## config.mk

```make
export PLATFORM = sky130hd
export DESIGN_NAME = t1c_mem_loader
export DESIGN_NICKNAME = d
export VERILOG_FILES = /design/src/rtl/t1c_mem_loader.sv
export SDC_FILE = /design/constraint.sdc
export NUM_CORES = 1
export LEC_CHECK = 0
export BUFFER_PORTS_ARGS = -buffer_cell sky130_fd_sc_hd__buf_2
export CAP_MARGIN = 10
export CORE_AREA = 8 8 112 114
export CTS_CLUSTER_DIAMETER = 100
export DETAILED_ROUTE_END_ITERATION = 10
export DIE_AREA = 0 0 120 122
export PLACE_DENSITY_LB_ADDON = 0.2
export SLEW_MARGIN = 20
export SYNTH_ARGS = -nofsm -noshare
export SYNTH_HDL_FRONTEND = slang
export SYNTH_SLANG_ARGS = --single-unit
export TNS_END_PERCENT = 50
```

## constraint.sdc

```tcl
create_clock -name clk -period 2.7 [get_ports clk]
set_clock_uncertainty 0.1 [all_clocks]
set_input_delay 0.405 -clock clk [delete_from_list [all_inputs] [get_ports clk]]
set_output_delay 0.405 -clock clk [all_outputs]
set_load 0.01 [all_outputs]
```

## src/rtl/t1c_mem_loader.sv

```systemverilog
// Streams 32-bit words into t1c core memory via the external write port while holding the core in reset.
// Optional trailer checksum verification enabled by defining T1C_LOADER_CHECKSUM_EN.
module t1c_mem_loader #(
  parameter logic [31:0] BASE_ADDR   = 32'h0000_0000,
  parameter int unsigned DEPTH_WORDS = 64
) (
  input  logic        clk,
  input  logic        reset,
  input  logic        start,
  input  logic [15:0] len,
  input  logic        in_valid,
  input  logic [31:0] in_data,
  output logic        in_ready,
  output logic        Ext_MemWrite,
  output logic [31:0] Ext_DataAdr,
  output logic [31:0] Ext_WriteData,
  output logic        cpu_reset,
  output logic        busy,
  output logic        done,
  output logic        err
);

  typedef enum logic [2:0] {
    IDLE,
    LOAD,
`ifdef T1C_LOADER_CHECKSUM_EN
    CHECK,
`endif
    RELEASE,
    RUN,
    ERROR
  } state_e;

  localparam logic [16:0] DEPTH_L = 17'(DEPTH_WORDS);

  state_e      state_q, state_d;
  logic [31:0] addr_q,  addr_d;
  logic [15:0] count_q, count_d;
  logic [15:0] len_q,   len_d;
  logic        wr_q,    wr_d;
  logic [31:0] wadr_q,  wadr_d;
  logic [31:0] wdata_q, wdata_d;
  logic        err_q,   err_d;
`ifdef T1C_LOADER_CHECKSUM_EN
  logic [31:0] sum_q,   sum_d;
`endif

  // All handshake-facing outputs are pure decodes of registered state.
`ifdef T1C_LOADER_CHECKSUM_EN
  assign in_ready = (state_q == LOAD) || (state_q == CHECK);
  assign busy     = (state_q == LOAD) || (state_q == CHECK) || (state_q == RELEASE);
`else
  assign in_ready = (state_q == LOAD);
  assign busy     = (state_q == LOAD) || (state_q == RELEASE);
`endif
  assign done          = (state_q == RELEASE);
  assign cpu_reset     = (state_q != RUN);
  assign err           = err_q;
  assign Ext_MemWrite  = wr_q;
  assign Ext_DataAdr   = wadr_q;
  assign Ext_WriteData = wdata_q;

  always_comb begin
    state_d = state_q;
    addr_d  = addr_q;
    count_d = count_q;
    len_d   = len_q;
    wr_d    = 1'b0;
    wadr_d  = wadr_q;
    wdata_d = wdata_q;
    err_d   = err_q;
`ifdef T1C_LOADER_CHECKSUM_EN
    sum_d   = sum_q;
`endif
    case (state_q)
      IDLE, RUN, ERROR: begin
        if (start) begin
          err_d   = 1'b0;
          addr_d  = BASE_ADDR;
          count_d = '0;
          len_d   = len;
`ifdef T1C_LOADER_CHECKSUM_EN
          sum_d   = '0;
`endif
          if ({1'b0, len} > DEPTH_L) begin
            state_d = ERROR;
            err_d   = 1'b1;
          end else if (len == '0) begin
            state_d = RELEASE;
          end else begin
            state_d = LOAD;
          end
        end
      end
      LOAD: begin
        if (in_valid) begin
          wr_d    = 1'b1;
          wadr_d  = addr_q;
          wdata_d = in_data;
          addr_d  = addr_q + 32'd4;
          count_d = count_q + 16'd1;
`ifdef T1C_LOADER_CHECKSUM_EN
          sum_d   = sum_q + in_data;
          if (count_q + 16'd1 == len_q) state_d = CHECK;
`else
          if (count_q + 16'd1 == len_q) state_d = RELEASE;
`endif
        end
      end
`ifdef T1C_LOADER_CHECKSUM_EN
      // Trailer word is compared only, never written to memory.
      CHECK: begin
        if (in_valid) begin
          if (in_data == sum_q) begin
            state_d = RELEASE;
          end else begin
            state_d = ERROR;
            err_d   = 1'b1;
          end
        end
      end
`endif
      RELEASE: state_d = RUN;
      default: state_d = IDLE;
    endcase
  end

  always_ff @(posedge clk) begin
    if (reset) begin
      state_q <= IDLE;
      addr_q  <= '0;
      count_q <= '0;
      len_q   <= '0;
      wr_q    <= 1'b0;
      wadr_q  <= '0;
      wdata_q <= '0;
      err_q   <= 1'b0;
`ifdef T1C_LOADER_CHECKSUM_EN
      sum_q   <= '0;
`endif
    end else begin
      state_q <= state_d;
      addr_q  <= addr_d;
      count_q <= count_d;
      len_q   <= len_d;
      wr_q    <= wr_d;
      wadr_q  <= wadr_d;
      wdata_q <= wdata_d;
      err_q   <= err_d;
`ifdef T1C_LOADER_CHECKSUM_EN
      sum_q   <= sum_d;
`endif
    end
  end

endmodule

```

==> results of run 1 <==
==> flip-flops by register name (all words and copies together), names as in the netlist <==
signal,cells
Ext_WriteData,32
Ext_DataAdr,30
addr_q,30
count_q,16
len_q,16
state_q,3
Ext_MemWrite,1
err,1
==> synth_stat cells, drive strengths merged <==
| cell | number |
|---|---|
| a211oi | 3 |
| a21oi | 108 |
| a221oi | 1 |
| a22oi | 4 |
| a311oi | 2 |
| a31o | 1 |
| a31oi | 3 |
| and2 | 4 |
| and3 | 7 |
| and4 | 7 |
| buf | 23 |
| clkbuf | 29 |
| conb | 1 |
| dfxtp | 129 |
| ha | 2 |
| inv | 9 |
| mux2i | 1 |
| nand2 | 168 |
| nand2b | 3 |
| nand3 | 34 |
| nand3b | 3 |
| nand4 | 13 |
| nor2 | 60 |
| nor2b | 2 |
| nor3 | 19 |
| nor3b | 3 |
| nor4 | 11 |
| nor4bb | 1 |
| o2111ai | 2 |
| o21ai | 15 |
| o31ai | 1 |
| or2 | 5 |
| or3 | 9 |
| or4 | 1 |
| xnor2 | 27 |
| xor2 | 18 |
==> worst reg2reg max path: stages, from the launching register on <==
cell and delay [ns]:
dfxtp_1 0.50, nand3b_1 0.15, a21oi_2 0.33, or2_2 0.46, nand3_1 0.26, or3_1 0.38
a21oi_1 0.16
==> cells by family after synthesis <==
logic type      Yosys count  share of synthesized area
other cells               1                   0.000655
mux                       1                    0.00175
flops                   129                      0.451
buf+inv                  61                     0.0487
fa+ha+maj                 2                    0.00437
simple gates            350                      0.286
xor+xnor                 45                     0.0688
compound gates          140                      0.138
==> path summary, 6_finish.rpt <==
path / slack [ns] / to / cells past startpoint / startpoint
max: 0.30 / addr_q[15] / 6 / state_q[0]
min: 0.02 / Ext_WriteData[7] / 3 / in_data[7]
max reg2reg: 0.30 / addr_q[15] / 6 / state_q[0]
min reg2reg: 0.35 / Ext_WriteData[2] / 2 / Ext_WriteData[2]
==> area by class of cell <==
type / instances / area [sq um]
well taps: 140 / 175
multi-input cells: 540 / 2870
clock inverters: 8 / 100
clock buffers: 24 / 500
flip-flops and latches: 129 / 2580
fillers: 891 / 3470
repair buffers: 158 / 963
inverters: 9 / 33.8
==> metal layers <==
layer  global-route usage  wire [microns]
met1                0.233            6290
met5                    0               0
met3               0.0634             917
met4               0.0796             295
met2                0.371            7920
==> power breakdown <==
group	total, mW	internal, mW	switching [mW]
Sequential	1.98	1.94	0.0331
Clock	2.28	1.46	0.816
Combinational	0.364	0.146	0.219
Total	4.62	3.55	1.07
==> stage by stage <==
step	hold WS [ns]	power, mW	cell area [sq um]	worst slack [ns]
after floorplan	0.344	2.23	5730	0.777
after CTS	0.0000320	4.64	7220	0.320
after global placement	0.338	2.33	6340	0.451
after global routing	0.0130	4.76	7230	0.115
final	0.0198	4.62	7230	0.298
after detailed placement	0.344	2.34	6340	0.349
==> impl_results.md, run 1 <==
* Final Util at 0.676
* WP buf/inv at 0
* Pwr dens at around 640 nW/um^2
* DIE AREA at ~15,000 sq um
* Via-to-Cell Ratio at between 5 and 6
* Post-CTS Setup Inserts at 0
* Sum Neg Setup Slack at 0 ns
* Synth unique cells at 46
* Worst VDD drop at 0.504 mV
* Final routed DRC violation total at 0
* Layout overhead on the synthesized area at 26.2%
* TritonCTS clock tree: built
* Biggest cell delay along the critical path at 0.50 ns
* First-pass GRT wire length at 25,000 microns
* Clock transition at path regs at about 0.06 ns
* Final setup viols at 0
* Worst setup EP type: flip-flop
* Seq/Total Area, Yosys at 0.451
* WL/cell at between 15 and 20 microns
* Starting Density at 0.535
* Family with the most delay on the worst path: simple AND/OR/NAND/NOR gates
* Diode count at 0
* CORE AREA at ~11,000 sq um
* Final ANT Viol Nets at 0
* Max cap viols at 0
* Worst EP required at between 3 and 4 ns
* Placed instance count at 947
* Post-DP HPWL at about 10,000 microns
* Port buffer count at approximately 120
* Final #Nets at 909
* Die X at roughly 120 microns
* Hold/Removal Path Class: input pin to flip-flop
* Worst slew margin at 0.518
* Max clock buf depth at 2
* Leak Pwr at around 2.8 nW
* # rows at 38
* Share of layout cells above drive strength 1 at 0.209
* Max FO, Critical Path at 22
* Synth Warn # at 0
* Fin crit share at 0.889
* IO Count at around 120
* Max Slew Vio Count at 0
* Pin count of the biggest net entering global routing at 58
* Total iterations of the first detailed-routing run at 7
* Hold Violations, Final at 0
* CTS Sinks at around 130
* Critical-path cell list: nand3b_1 > a21oi_2 > or2_2 > nand3_1 > or3_1 > a21oi_1
* Via count of the first global-routing pass at approximately 5,300
* Fmax at 416 MHz
* Clock root cell: clkbuf_8
* Hold-fix buffers at CTS at 28
* Initial antenna violation count at 0
* Min Tclk post-route at ~2.4 ns
* Startpoint Class: flip-flop
* Largest area contributor in the netlist: dfxtp_1
* Final non-filler cell total at slightly above 1,000
* Post-Syn Instances at about 730
* Synth top area share at 0.451
* Cts repair resizes at 0
* Cells taking the most area after synthesis: dfxtp_1 (45%), nand2_1 (11%), a21oi_1 (9.4%)
* Syn_area_per_cell at between 7 and 8 sq um
* Drt total wl at between 15,000 and 20,000 microns
* Unrepaired setup endpoints after global routing: no
* DR iter-0 viols at roughly 340
* Critical Path AT at about 2.8 ns
* Critical path class: flip-flop to flip-flop
* Status: finished clean
* RD Place Congestion at a little under 0.9
* Chip Height at between 100 and 150 microns
* Synthesis-stage register bit count at between 100 and 150
* Vias at between 5,000 and 6,000
* GRT overflow at 0
* Total CTS buffers at 17
* Slowest cell on crit path: dfxtp_1
* Worst Tran Pin Value at between 0.7 and 0.8 ns
* GRT Util Overall at 0.209
* Most frequent cells in the layout: nand2_1 (167), dfxtp_1 (129), buf_2 (118), a21oi_1 (107), nor2_1 (59)
* Syn Std Cell Area at between 5000 and 6000 sq um
* Clk_lat worst skew at approximately 0.54 ns
* H-tree Lvls at 4
* Commonest non-fill, non-tap cell in the layout: nand2_1
Note: power is estimated with default switching activity, not from simulation.
==> inputs of run 2 (changes only) <==
--- a/config.mk
+++ b/config.mk
@@ -11,7 +11,7 @@
 export CTS_CLUSTER_DIAMETER = 100
 export DETAILED_ROUTE_END_ITERATION = 10
 export DIE_AREA = 0 0 120 122
-export PLACE_DENSITY_LB_ADDON = 0.2
+export PLACE_DENSITY_LB_ADDON = 0.05
 export SLEW_MARGIN = 20
 export SYNTH_ARGS = -nofsm -noshare
 export SYNTH_HDL_FRONTEND = slang
==> impl_results.md, run 2 (synthesized netlist as in run 1, its figures left out) <==
* Hold worst-path end: Ext_WriteData[29]
* Fmax at 434 MHz
* Worst VDD drop at approximately 0.87 mV
* Final setup viols at 0
* FILL cells at between 900 and 1,000
* Total Power at around 4.8 mW
* Largest register FFs at 32
* Register-to-Register Path Depth at 5
* Diode count at 0
* # rows at 38
* Hold Crit Depth at 3
* Worst setup EP type: primary output
* Reg2reg start: state_q[0]
* Share of layout cells above drive strength 1 at 0.210
* Vias at 5,339
* Worst slew margin at 0.606
* Initial antenna violation count at 0
* Total iterations of the first detailed-routing run at 5
* Total CTS buffers at 17
* Die X at 120 microns
* Leak Pwr at approximately 2.8 nW
* Via count of the first global-routing pass at roughly 5,200
* Worst R2R End: Ext_DataAdr[11]
* Family with the most delay on the worst path: simple AND/OR/NAND/NOR gates
* Max clock buf depth at 2
* Sum Neg Setup Slack at 0 ns
* Pin count of the biggest net entering global routing at 53
* Final routed DRC violation total at 0
* Hold/Removal Path Class: input pin to flip-flop
* First-pass GRT wire length at roughly 25,000 microns
* Final #Nets at approximately 900
* Drt total wl at 15,100 microns
* Sw Pwr at between 1 and 1.5 mW
* Hold Violations, Final at 0
* Unrepaired setup endpoints after global routing: no
* Int Pwr at ~3.7 mW
* Max Slew Vio Count at 0
* Sw frac at 0.223
* Worst Tran Pin Value at between 0.5 and 0.6 ns
* Clk_lat worst skew at between 0.5 and 0.6 ns
* Post-CTS Setup Inserts at 0
* WL/cell at about 15 microns
* Commonest non-fill, non-tap cell in the layout: nand2_1
* Min Tclk post-route at ~2.3 ns
* GRT Util Overall at 0.207
* Clock Power Share at 0.517
* Final Util at 0.671
* RD Place Congestion at between 0.8 and 0.9
* Critical-path cell list: nor3b_1 > or2_2 > buf_2
* Max cap viols at 0
* Register-to-register setup slack at ~0.42 ns
* WP buf/inv at 1
* Comb pwr share at 0.073
* Critical Path AT at 1.80 ns
* Most frequent cells in the layout: nand2_1 (167), dfxtp_1 (129), buf_2 (118), a21oi_1 (107), nor2_1 (59)
* Worst EP required at 2.19 ns
* Register area at around 2600 sq um
* Share of power burned in registers at 0.410
* Area taken by multi-input logic gates at 2870 sq um
* Max FO, Critical Path at 10
* CTS Sinks at ~130
* DR iter-0 viols at between 200 and 250
* Chip Height at approximately 120 microns
* Status: finished clean
* CORE AREA at 10,700 sq um
* IO Count at roughly 120
* Clock root cell: clkbuf_8
* Clock transition at path regs at around 0.06 ns
* Layout overhead on the synthesized area at 25.3%
* TritonCTS clock tree: built
* Final ANT Viol Nets at 0
* Starting Density at 0.535
* Fin crit share at 0.853
* H-tree Lvls at 4
* Via-to-Cell Ratio at around 5.4
* Port buffer count at about 120
* Hold Path Origin: in_data[29]
* Post-DP HPWL at around 10,000 microns
* Pwr dens at approximately 670 nW/um^2
* Startpoint Class: flip-flop
* Slowest cell on crit path: dfxtp_1
* Final worst setup slack at 0.398 ns
* DIE AREA at 14,600 sq um
* Critical path class: flip-flop to primary output
* GRT overflow at 0
* Biggest cell delay along the critical path at between 0.5 and 0.6 ns
* Pre-CTS setup slack at about 0.47 ns
==> run 2: cell types whose count changed in the layout (fill, tap and decap cells not counted) <==
cell and change:
buf_4 -2, buf_12 +1, bufinv_16 +3, clkbuf_8 -3, dlygate4sd3_1 -10, clkinv_4 -2, clkinv_2 +2
==> run 2: per-layer routing <==
| metal | GRT usage | part of all wire |
|---|---|---|
| met5 | 0 | 0 |
| met4 | 0.104 | 0.024 |
| met3 | 0.0569 | 0.046 |
| met2 | 0.367 | 0.51 |
| met1 | 0.225 | 0.42 |
==> run 2: repair_timing <==
| action | in CTS | in global routing |
|---|---|---|
| gates resized for setup | 0 | 0 |
| endpoints found under the hold margin | 19 | 0 |
| hold buffers | 19 | 0 |
==> run 2: worst max-delay path by stage <==
stage	start	endpoint	slack, ns	cells after the start
finish	state_q[1]	busy	0.40	3
detailed placement	state_q[0]	Ext_DataAdr[11]	0.47	5
global route	state_q[0]	Ext_DataAdr[11]	0.24	5
global placement	state_q[0]	addr_q[3]	0.51	5
CTS	state_q[1]	busy	0.40	3
floorplan	count_q[0]	state_q[1]	0.78	7
==> run 2: power groups by stage <==
stage / Clock (mW) / Sequential (mW) / Combinational (mW)
after detailed placement: 0 / 2.01 / 0.326
after floorplan: 0 / 2.01 / 0.213
after global routing: 2.60 / 1.98 / 0.387
final: 2.48 / 1.97 / 0.352
after global placement: 0 / 2.01 / 0.318
after CTS: 2.52 / 1.97 / 0.351
==> run 2: per-stage QoR <==
stage,std cells,area (sq um),hold WS [ns]
after floorplan,730,5730,0.344
after global placement,946,6340,0.338
after detailed placement,946,6340,0.344
after CTS,997,7170,0.0000752
after global routing,997,7170,0.0104
final,997,7170,0.0184
==> run 2: tightest hold or removal path, delay by kind of cell <==
family / cells / cell delay (ns)
AND/OR/NAND/NOR: 1 / 0.05
buffers and inverters: 1 / 0.10
AO/OA/AOI/OAI: 1 / 0.05
==> run 2: final cells by class <==
type | count | area share
clock inverter | 11 | 0.0255
inverter | 9 | 0.00471
clock buffer | 21 | 0.0640
timing repair buffer | 147 | 0.121
multi-input combinational | 540 | 0.400
sequential | 129 | 0.360
tap | 140 | 0.0244
==> inputs of run 3 (changes only) <==
--- a/config.mk
+++ b/config.mk
@@ -7,10 +7,12 @@
 export LEC_CHECK = 0
 export BUFFER_PORTS_ARGS = -buffer_cell sky130_fd_sc_hd__buf_2
 export CAP_MARGIN = 10
-export CORE_AREA = 8 8 112 114
+export CELL_PAD_IN_SITES_DETAIL_PLACEMENT = 1
+export CELL_PAD_IN_SITES_GLOBAL_PLACEMENT = 2
+export CORE_AREA = 8 8 145 147
 export CTS_CLUSTER_DIAMETER = 100
 export DETAILED_ROUTE_END_ITERATION = 10
-export DIE_AREA = 0 0 120 122
+export DIE_AREA = 0 0 153 155
 export PLACE_DENSITY_LB_ADDON = 0.05
 export SLEW_MARGIN = 20
 export SYNTH_ARGS = -nofsm -noshare
==> impl_results.md, run 3 (synthesized netlist as in run 1, its figures left out) <==
* Fin crit share at 0.837
* Post-CTS Setup Inserts at 0
* Max clock buf depth at 2
* Hold/Removal Path Class: input pin to flip-flop
* CORE AREA at around 19,000 sq um
* Worst VDD drop at 0.455 mV
* Slowest cell on crit path: and2_2
* Final routed DRC violation total at 0
* GRT overflow at 0
* Die X at between 150 and 200 microns
* Share of layout cells above drive strength 1 at 0.221
* FILL cells at around 2,300
* Status: finished clean
* Pin count of the biggest net entering global routing at 60
* Port buffer count at ~120
* Layout overhead on the synthesized area at 24.5%
* Biggest cell delay along the critical path at between 0.5 and 0.6 ns
* Final worst setup slack at 0.441 ns
* Worst setup EP type: flip-flop
* Min Tclk post-route at about 2.3 ns
* DR iter-0 viols at roughly 220
* Max Slew Vio Count at 0
* IO Count at around 120
* Clk_lat worst skew at 0.42 ns
* Critical Path AT at between 2 and 3 ns
* Critical path class: flip-flop to flip-flop
* Pwr dens at a little under 700 nW/um^2
* Total iterations of the first detailed-routing run at 7
* Total CTS buffers at 17
* Via-to-Cell Ratio at between 4 and 5
* Starting Density at 0.302
* Unrepaired setup endpoints after global routing: no
* Max cap viols at 0
* Sw frac at 0.240
* First-pass GRT wire length at between 20,000 and 30,000 microns
* Hold-fix buffers at CTS at 0
* Via count of the first global-routing pass at about 5,600
* H-tree Lvls at 4
* Chip Height at between 150 and 200 microns
* Sw Pwr at ~1.2 mW
* Worst slew margin at 0.549
* CTS Sinks at 129
* WP buf/inv at 1
* Hold Violations, Final at 0
* GRT Util Overall at 0.151
* TritonCTS clock tree: built
* Family with the most delay on the worst path: simple AND/OR/NAND/NOR gates
* Design area at 7130 sq um
* Worst EP required at around 2.9 ns
* Vias at 5,332
* Post-DP HPWL at between 10,000 and 15,000 microns
* WL/cell at roughly 17 microns
* Diode count at 0
* Startpoint Class: flip-flop
* Share of power burned in registers at 0.410
* Leak Pwr at 2.71 nW
* Worst Tran Pin Value at roughly 0.67 ns
* Commonest non-fill, non-tap cell in the layout: nand2_1
* DIE AREA at 23,700 sq um
* Critical-path cell list: nor3b_2 > and2_2 > buf_4 > nand3b_1 > a21oi_1
* Clock root cell: clkbuf_16
* Final #Nets at between 800 and 900
* Fmax at 443 MHz
* Drt total wl at 17,900 microns
* Placed cell areas at about 6500 sq um
* RD Place Congestion at approximately 0.79
* Max FO, Critical Path at 26
* Clock Power Share at 0.518
* Clock transition at path regs at around 0.060 ns
* # rows at 51
* Final setup viols at 0
* Largest register FFs at 32
* Cts repair resizes at 0
* Int Pwr at roughly 3.7 mW
* Initial antenna violation count at 0
* Comb pwr share at 0.072
* Final ANT Viol Nets at 0
* Most frequent cells in the layout: nand2_1 (167), dfxtp_1 (129), buf_2 (118), a21oi_1 (107), nor2_1 (59)
* Sum Neg Setup Slack at 0 ns
* Pre-CTS setup slack at about 0.42 ns
run 3: per-stage QoR:
stage / hold WS (ns) / instances / utilization / total power [mW]
finish: 0.118 / 1081 / 0.376 / 4.82
global route: 0.114 / 1081 / 0.376 / 5.02
CTS: 0.100 / 1081 / 0.376 / 4.90
detailed placement: 0.345 / 1050 / 0.343 / 2.37
global placement: 0.339 / 1050 / 0.343 / 2.36
floorplan: 0.344 / 730 / - / 2.23
run 3: worst paths after layout:
| check | start | end | slack (ns) | cells past startpoint |
|---|---|---|---|---|
| worst max-delay path | state_q[0] | count_q[3] | 0.44 | 5 |
| worst min-delay path | in_data[11] | Ext_WriteData[11] | 0.12 | 3 |
| worst max register to register | state_q[0] | count_q[3] | 0.44 | 5 |
| worst min register to register | Ext_DataAdr[12] | Ext_DataAdr[12] | 0.35 | 2 |
run 3: power groups by stage:
stage                     combinational, mW  sequential [mW]  clock (mW)
after floorplan                       0.213             2.01           0
after global placement                0.349             2.02           0
after detailed placement              0.357             2.02           0
after CTS                             0.359             1.98        2.56
after global routing                  0.389             1.98        2.65
final                                 0.348             1.97        2.49
run 3: per-layer routing:
layer | up-vias | track usage | wire length (microns)
met4 | 0 | 0.0500 | 222
li1 | 2661 | - | -
met3 | 18 | 0.0341 | 503
met2 | 70 | 0.284 | 9500
met5 | - | 0 | 0
met1 | 2583 | 0.166 | 7650
run 3: cell type report:
class                      instances  area [sq um]  area share
clock buffer                      19           453      0.0635
multi-input combinational        540          2870       0.403
tap                              238           298      0.0418
clock inverter                    12           181      0.0254
timing repair buffer             134           711      0.0997
sequential                       129          2580       0.362
inverter                           9          33.8     0.00474
run 3: worst reg2reg max path, delay by kind of cell, from the launching register on:
| kind | cells | cell delay [ns] |
|---|---|---|
| DFF | 1 | 0.50 |
| AOI/OAI and AO/OA | 1 | 0.14 |
| buffers and inverters | 1 | 0.37 |
| and+or+nand+nor | 3 | 1.08 |
